File: config.mk
export PLATFORM = sky130hd
export DESIGN_NAME = counter_mod_updown
export DESIGN_NICKNAME = d
export VERILOG_FILES = /design/src/rtl/counter_mod_updown_pkg.sv /design/src/rtl/counter_mod_updown_next.sv /design/src/rtl/counter_mod_updown.sv
export SDC_FILE = /design/constraint.sdc
export NUM_CORES = 1
export LEC_CHECK = 0
export CORE_MARGIN = 10
export CORE_UTILIZATION = 45
export CTS_CLUSTER_DIAMETER = 200
export DETAILED_ROUTE_END_ITERATION = 6
export GPL_ROUTABILITY_DRIVEN = 0
export PLACE_DENSITY = 0.74
export SYNTH_ARGS = -nofsm -noshare
export SYNTH_HDL_FRONTEND = slang
export SYNTH_SLANG_ARGS = --single-unit
File: constraint.sdc
create_clock -name clk -period 2.2 [get_ports clk]
set_clock_uncertainty 0.1 [all_clocks]
set_input_delay 0.44 -clock clk [delete_from_list [all_inputs] [get_ports clk]]
set_output_delay 0.44 -clock clk [all_outputs]
set_load 0.1 [all_outputs]
File: src/rtl/counter_mod_updown_pkg.sv
// Shared types and helpers for the modulus up/down counter.
package counter_pkg;

  typedef enum logic {DIR_DOWN = 1'b0, DIR_UP = 1'b1} dir_e;
  typedef enum logic {BOUND_WRAP = 1'b0, BOUND_SAT = 1'b1} bound_e;

  localparam int unsigned CNT_MAX_WIDTH = 32;

  // Limits a load value to the terminal count; wide enough for any legal WIDTH.
  function automatic logic [CNT_MAX_WIDTH:0] clamp_load(
    input logic [CNT_MAX_WIDTH:0] data,
    input logic [CNT_MAX_WIDTH:0] limit
  );
    if (data > limit) begin
      return limit;
    end else begin
      return data;
    end
  endfunction

endpackage

File: src/rtl/counter_mod_updown_next.sv
// Combinational next-count and boundary detection for counter_mod_updown.
module counter_next
  import counter_pkg::*;
#(
  parameter int WIDTH = 8,
  parameter logic [CNT_MAX_WIDTH:0] MAX_VAL = (33'd1 << WIDTH) - 33'd1
) (
  input  logic [WIDTH-1:0] count,
  input  logic             up_dn,
  input  logic             sat,
  input  logic             load,
  input  logic [WIDTH-1:0] load_data,
  output logic [WIDTH-1:0] next_count,
  output logic             boundary_hit
);

  // One extra bit so MAX_VAL = 2**WIDTH-1 never aliases during the step.
  localparam logic [WIDTH:0] MAX_W = (WIDTH+1)'(MAX_VAL);

  dir_e           dir_s;
  bound_e         bound_s;
  logic [WIDTH:0] count_ext_s;
  logic [WIDTH:0] next_ext_s;

  assign dir_s       = dir_e'(up_dn);
  assign bound_s     = bound_e'(sat);
  assign count_ext_s = {1'b0, count};

  // Next value: clamped load, or one step with wrap/saturate at the limits.
  always_comb begin
    next_ext_s   = count_ext_s;
    boundary_hit = 1'b0;
    if (load) begin
      next_ext_s = (WIDTH+1)'(clamp_load((CNT_MAX_WIDTH+1)'(load_data), MAX_VAL));
    end else begin
      case (dir_s)
        DIR_UP: begin
          if (count_ext_s >= MAX_W) begin
            boundary_hit = 1'b1;
            next_ext_s   = (bound_s == BOUND_SAT) ? MAX_W : '0;
          end else begin
            next_ext_s = count_ext_s + (WIDTH+1)'(1'b1);
          end
        end
        DIR_DOWN: begin
          if (count_ext_s == '0) begin
            boundary_hit = 1'b1;
            next_ext_s   = (bound_s == BOUND_SAT) ? '0 : MAX_W;
          end else begin
            next_ext_s = count_ext_s - (WIDTH+1)'(1'b1);
          end
        end
        default: begin
          next_ext_s = count_ext_s;
        end
      endcase
    end
  end

  assign next_count = WIDTH'(next_ext_s);

endmodule

File: src/rtl/counter_mod_updown.sv
// N-bit up/down counter with programmable modulus, parallel load,
// wrap/saturate mode, registered boundary pulse and sticky overflow.
module counter_mod_updown
  import counter_pkg::*;
#(
  parameter int WIDTH = 8,
  parameter logic [CNT_MAX_WIDTH:0] MAX_VAL   = (33'd1 << WIDTH) - 33'd1,
  parameter logic [CNT_MAX_WIDTH:0] RESET_VAL = 33'd0
) (
  input  logic             clk,
  input  logic             reset,
  input  logic             en,
  input  logic             up_dn,
  input  logic             sat,
  input  logic             load,
  input  logic [WIDTH-1:0] load_data,
  input  logic             clr_ovf,
  output logic [WIDTH-1:0] count,
  output logic             tc,
  output logic             evt,
  output logic             ovf
);

  localparam logic [WIDTH-1:0] MAX_CNT   = WIDTH'(MAX_VAL);
  localparam logic [WIDTH-1:0] RESET_CNT = WIDTH'(RESET_VAL);

  logic [WIDTH-1:0] count_r;
  logic             evt_r;
  logic             ovf_r;
  logic [WIDTH-1:0] next_count_s;
  logic             boundary_hit_s;
  logic             event_s;

  counter_next #(
    .WIDTH   (WIDTH),
    .MAX_VAL (MAX_VAL)
  ) u_next (
    .count        (count_r),
    .up_dn        (up_dn),
    .sat          (sat),
    .load         (load),
    .load_data    (load_data),
    .next_count   (next_count_s),
    .boundary_hit (boundary_hit_s)
  );

  // A load masks any boundary the step logic would otherwise report.
  assign event_s = en & ~load & boundary_hit_s;

  // Count, event pulse and sticky overflow with reset > load > enable priority.
  always_ff @(posedge clk) begin
    if (reset) begin
      count_r <= RESET_CNT;
      evt_r   <= 1'b0;
      ovf_r   <= 1'b0;
    end else begin
      if (load || en) begin
        count_r <= next_count_s;
      end else begin
        count_r <= count_r;
      end
      evt_r <= event_s;
      if (event_s) begin
        ovf_r <= 1'b1;
      end else if (clr_ovf) begin
        ovf_r <= 1'b0;
      end else begin
        ovf_r <= ovf_r;
      end
    end
  end

  assign count = count_r;
  assign evt   = evt_r;
  assign ovf   = ovf_r;
  assign tc    = en & ((up_dn & (count_r == MAX_CNT)) | (~up_dn & (count_r == '0)));

endmodule

After elaboration in Yosys (flattened, before gate mapping)
Index checks and enable logic that the tools add are counted.
{ "totals": {"word_cells": 31, "reg_bits": 10, "inputBits": 15} }
{ "classes": {"n_mux": 12, "addsub": 2, "n_eq_ne": 1, "reduce_logical": 4, "magnitude_cmp": 1, "n_bitwise": 8} }
{ "op_table": {"columns": ["cell", "count"], "rows": [
  ["two-way mux 8 bit", 5],
  ["one-hot mux 8 bit (2 select lines)", 1],
  ["logical NOT 9 bit", 1],
  ["adder 8 x 1 -> 8 bit (second input constant)", 1],
  ["== test 8 bit (second input constant)", 1],
  ["greater-or-equal comparator 8 bit (second input constant)", 1],
  ["logical NOT 8 bit", 1],
  ["subtractor 8 x 1 -> 8 bit (second input constant)", 1],
  ["AND 1 bit", 5],
  ["two-way mux 1 bit", 5],
  ["NOT 1 bit", 2],
  ["one-hot mux 1 bit (2 select lines)", 1],
  ["nonzero test 2 bit", 1],
  ["logical OR 1 bit", 1],
  ["OR 1 bit", 1]
]} }

Logic depth before layout (Yosys ltp)
{ "depth": {"depth_word": 6, "depth_mapped": 8} }

Cells and area by module
A second synthesis with hierarchy kept.
{ "hier_totals": {"hier_cells": 148, "area_unflattened_um2": 1097.3} }
{ "by_module_without_submodules": {"columns": ["mod", "cells_per_inst", "area_each_um2", "seq_area_each_um2", "instances"], "rows": [
  ["counter_next", 100, 680.7, 0.0, 1],
  ["counter_mod_updown", 48, 416.6, 200.2, 1]
]} }

Worst setup path before layout
No wires, ideal clock.
{ "synth_timing": {"path_kind": "reg-to-output", "from": "register count_r[2], in the netlist count[2]", "to": "output port tc", "stages_incl_launch_ff": 5, "arrival_time_ns": 2.693, "path_slack_ns": -1.033, "n_path_buf": 0, "required_ns": 1.660, "path_cell_list": "dfxtp_1 or4_4 or4_4 nand2_1 and2_1"} }
{ "synth_via": {"elab_chain_cells": 4} }
{ "synth_lines": {"columns": ["element", "line_no", "source"], "rows": [
  ["start, declared", "counter_mod_updown.sv:27", "logic [WIDTH-1:0] count_r;"],
  ["start signal, assigned", "counter_mod_updown.sv:58", "count_r <= next_count_s;"],
  ["start signal, assigned", "counter_mod_updown.sv:60", "count_r <= count_r;"],
  ["== test 8 bit / logical NOT 8 bit (equally long branches)", "counter_mod_updown.sv:76", "assign tc = en & ((up_dn & (count_r == MAX_CNT)) | (~up_dn & (count_r == '0)));"],
  ["AND 1 bit", "counter_mod_updown.sv:76", null],
  ["OR 1 bit (*)", "counter_mod_updown.sv:76", null],
  ["AND 1 bit (*)", "counter_mod_updown.sv:76", null],
  ["end, declared", "counter_mod_updown.sv:19", "output logic tc,"]
]} }
Mark *: on every way between the ends. The rest lies on a longest branch, timed or not.

Worst setup path in the final report
{ "layout_timing": {"from": "register count_r[4], in the netlist count[4]", "to": "output port tc"} }
The elaborated chain is that of the path after synthesis.

==> results.sh <==
export IMPL_outcome="finished, violations left"
export IMPL_violations="setup timing"
export IMPL_fill_cells=172
export IMPL_synth_edf_count=0
export IMPL_synth_top_cell_area_share=0.2057
export IMPL_min_period_over_period=1.184
export IMPL_drtAntennaViolNets=0
export IMPL_end_kind="primary output"
export IMPL_setup_violations=1
export IMPL_syn_area_um2=973.4
export IMPL_r2r_end="count[3]"
export IMPL_placed_area_mm2=0.001371
export IMPL_grt_pass1_wl_mm=5.533
export IMPL_grtUsageTotal=0.1558
export IMPL_min_path_type="register to register"
export IMPL_routed_wl_mm=3.313
export IMPL_maxCapViolations=0
export IMPL_critical_path_class="register to primary output"
export IMPL_p_total_uw=739.7
export IMPL_n_antenna_cell=0
export IMPL_reg2reg_depth=6
export IMPL_dieArea_mm2=0.004424
export IMPL_clkSinkCount=10
export IMPL_yosysWarnings=0
export IMPL_port_buffer_count=25
export IMPL_pin_count=26
export IMPL_async_reset_ff_frac=0
export IMPL_highest_layer="met4"
export IMPL_worstMarginPinSlew_ns=0.3198
export IMPL_clkLatencyLatePin_ns=0.27
export IMPL_required_ns=1.66
export IMPL_slew_viol_final=0
export IMPL_postCtsSetupBuffers=0
export IMPL_clkSlewWorstSetupHoldPaths_ns=0.07
export IMPL_drt_vias_per_instance=6.100
export IMPL_reg2reg_from="count[4]"
export IMPL_finalNonFillerCells=201
export IMPL_area_growth_pct=44.99
export IMPL_grt_max_degree=19
export IMPL_crit_fanout=3
export IMPL_hold_start="ovf"
export IMPL_place_ws_ns=-0.1473
export IMPL_drc=0
export IMPL_synth_lib_cells_used_distinct=41
export IMPL_synth_most_common_cell="a21oi_1"
export IMPL_synth_area_top_cells="dfxtp_1 (21%), a21oi_1 (8.7%), clkbuf_1 (4.6%), nor3_1 (4.1%), ha_1 (3.9%)"
export IMPL_slew_headroom=0.7840
export IMPL_drt_iter0_markers=163
export IMPL_firstDrtPassIters=5
export IMPL_critPathArrivalTime_ns=2.06
export IMPL_finalCriticalPeriod_ns=2.605
export IMPL_yosysTopAreaCell="dfxtp_1"
export IMPL_fin_ws_ns=-0.4049
export IMPL_power_density_mw_per_mm2=524.1
export IMPL_ys_seq_area_frac=0.2057
export IMPL_ys_top_cells_by_count="a21oi_1 (17), clkbuf_1 (12), dfxtp_1 (10)"
export IMPL_via_count=1226
export IMPL_grt_setup_unrepaired="true"
export IMPL_synth_main_ff_cell="dfxtp_1"
export IMPL_wl_met2_mm=1.585
export IMPL_hold_violations=0
export IMPL_overflow=0
export IMPL_avgSynthCellArea_um2=7.054
export IMPL_synthesis_nets=156
export IMPL_holdPathEnd="ovf"
export IMPL_wl_met1_mm=1.378
export IMPL_max_freq_mhz=383.9
export IMPL_drive_gt1_frac=0.2931
export IMPL_initial_utilization=0.4863
export IMPL_placed_cells_incl_taps=197
export IMPL_rows=16
export IMPL_grt_pass1_vias=1173
export IMPL_synthCells=138
export IMPL_ctsHtreeMaxLevel=1
export IMPL_dp_hpwl_mm=2.503
export IMPL_ir_drop_v=0.0005000
export IMPL_power_leakage_nw=0.5435
export IMPL_ys_ff_latch=10
export IMPL_cp_start_kind="register"
export IMPL_numCtsBuffers=3
export IMPL_wl_met3_um=309
export IMPL_design_area_mm2=0.001411
export IMPL_fp_dieW_um=66.51
export IMPL_root_buffer="clkbuf_4"
export IMPL_wl_per_cell_um=16.48
export IMPL_die_h_um=66.51
export IMPL_nNetsFinal=193
export IMPL_antenna_found_initial=0
export IMPL_clockBufferDepth=2
export IMPL_hold_path_depth=3
export IMPL_cts_tree="done"
export IMPL_regToRegSetupSlack_ns=0.04
export IMPL_core_area_mm2=0.002002
[report_power, final]
part	switching [mW]	total (mW)	leakage [nW]	internal [mW]
Clock	0.0693	0.140	0.0150	0.0704
Combinational	0.237	0.392	0.442	0.155
Sequential	0.0137	0.207	0.0865	0.194
[layout make-up]
cell class / count / area, um^2 / share of cell area
Clock buffer: 4 / 26.28 / 0.01862
Inverter: 6 / 22.52 / 0.01596
Multi-Input combinational cell: 109 / 720.7 / 0.5106
Sequential cell: 10 / 222.7 / 0.1578
Tap cell: 27 / 33.78 / 0.02394
Timing Repair Buffer: 45 / 385.4 / 0.2731
[metal layers]
metal | vias to the layer above | GRT usage
li1 | 598 | -
met1 | 563 | 0.1854
met2 | 60 | 0.2608
met3 | 5 | 0.04515
met4 | 0 | 0.04974
met5 | - | 0
[critical path, cell delays in order, from the launching register on]
cell and delay [ns]:
dfxtp_4 0.34, or4_4 0.54, or4_4 0.51, nand2_2 0.08
and2_4 0.15, buf_12 0.17
[metrics by stage]
step / utilization / TNS (ns) / hold WS (ns)
floorplan: - / -0.3366 / 0.5219
global placement: 0.6850 / -0.1400 / 0.4786
detailed placement: 0.6850 / -0.1519 / 0.4801
CTS: 0.7000 / -0.4131 / 0.5094
global route: 0.7050 / -0.5048 / 0.5490
finish: 0.7050 / -0.4049 / 0.5101
[state kept, by name, indices dropped and copies added (netlist names)]
register  cells
ovf           1
evt           1
count         8
[placed cells by master, fill, tap and decap left out, types with 2 or more instances in the layout]
cell,n
a211oi_1,2
a21oi_1,17
a31oi_1,3
and2_1,2
and3_1,2
buf_4,30
clkbuf_4,3
clkdlybuf4s50_1,14
dfxtp_1,2
dfxtp_2,3
dfxtp_4,5
ha_1,3
inv_1,6
nand2_1,6
nand2b_1,4
nand3_1,7
nor2_1,5
nor2b_1,2
nor3_1,7
nor3b_1,5
o211ai_1,3
o21ai_0,4
o22ai_1,2
o31a_1,2
o41ai_1,2
or3_1,6
or4_4,3
xor2_1,2
[how the worst max path moves through the flow]
stage,depth (start not counted),slack (ns),to,from
finish,5,-0.40,tc,count[4]
global route,5,-0.47,tc,count[4]
floorplan,4,-0.28,tc,count[4]
CTS,5,-0.41,tc,count[4]
global placement,5,-0.13,tc,up_dn
detailed placement,5,-0.15,tc,up_dn
[cell families (layout without fill, tap and decap cells)]
kind of cell	Yosys count	after routing	synth area share
AOI/OAI and AO/OA	46	46	0.3124
xor gates and xnor gates	3	3	0.02700
adders and majority gates	3	3	0.03856
buffers and inverters	19	55	0.07326
DFF	10	10	0.2057
muxes	1	1	0.01157
and+or+nand+nor	56	56	0.3316
[repair_timing]
item                                   in CTS  in global routing
pin swaps                                   0                  1
hold buffers                                0                  0
resized for setup                           1                  2
setup endpoints to repair                   2                  4
endpoints found under the hold margin       0                  0
No activity file was read; power rests on OpenSTA's default activity.
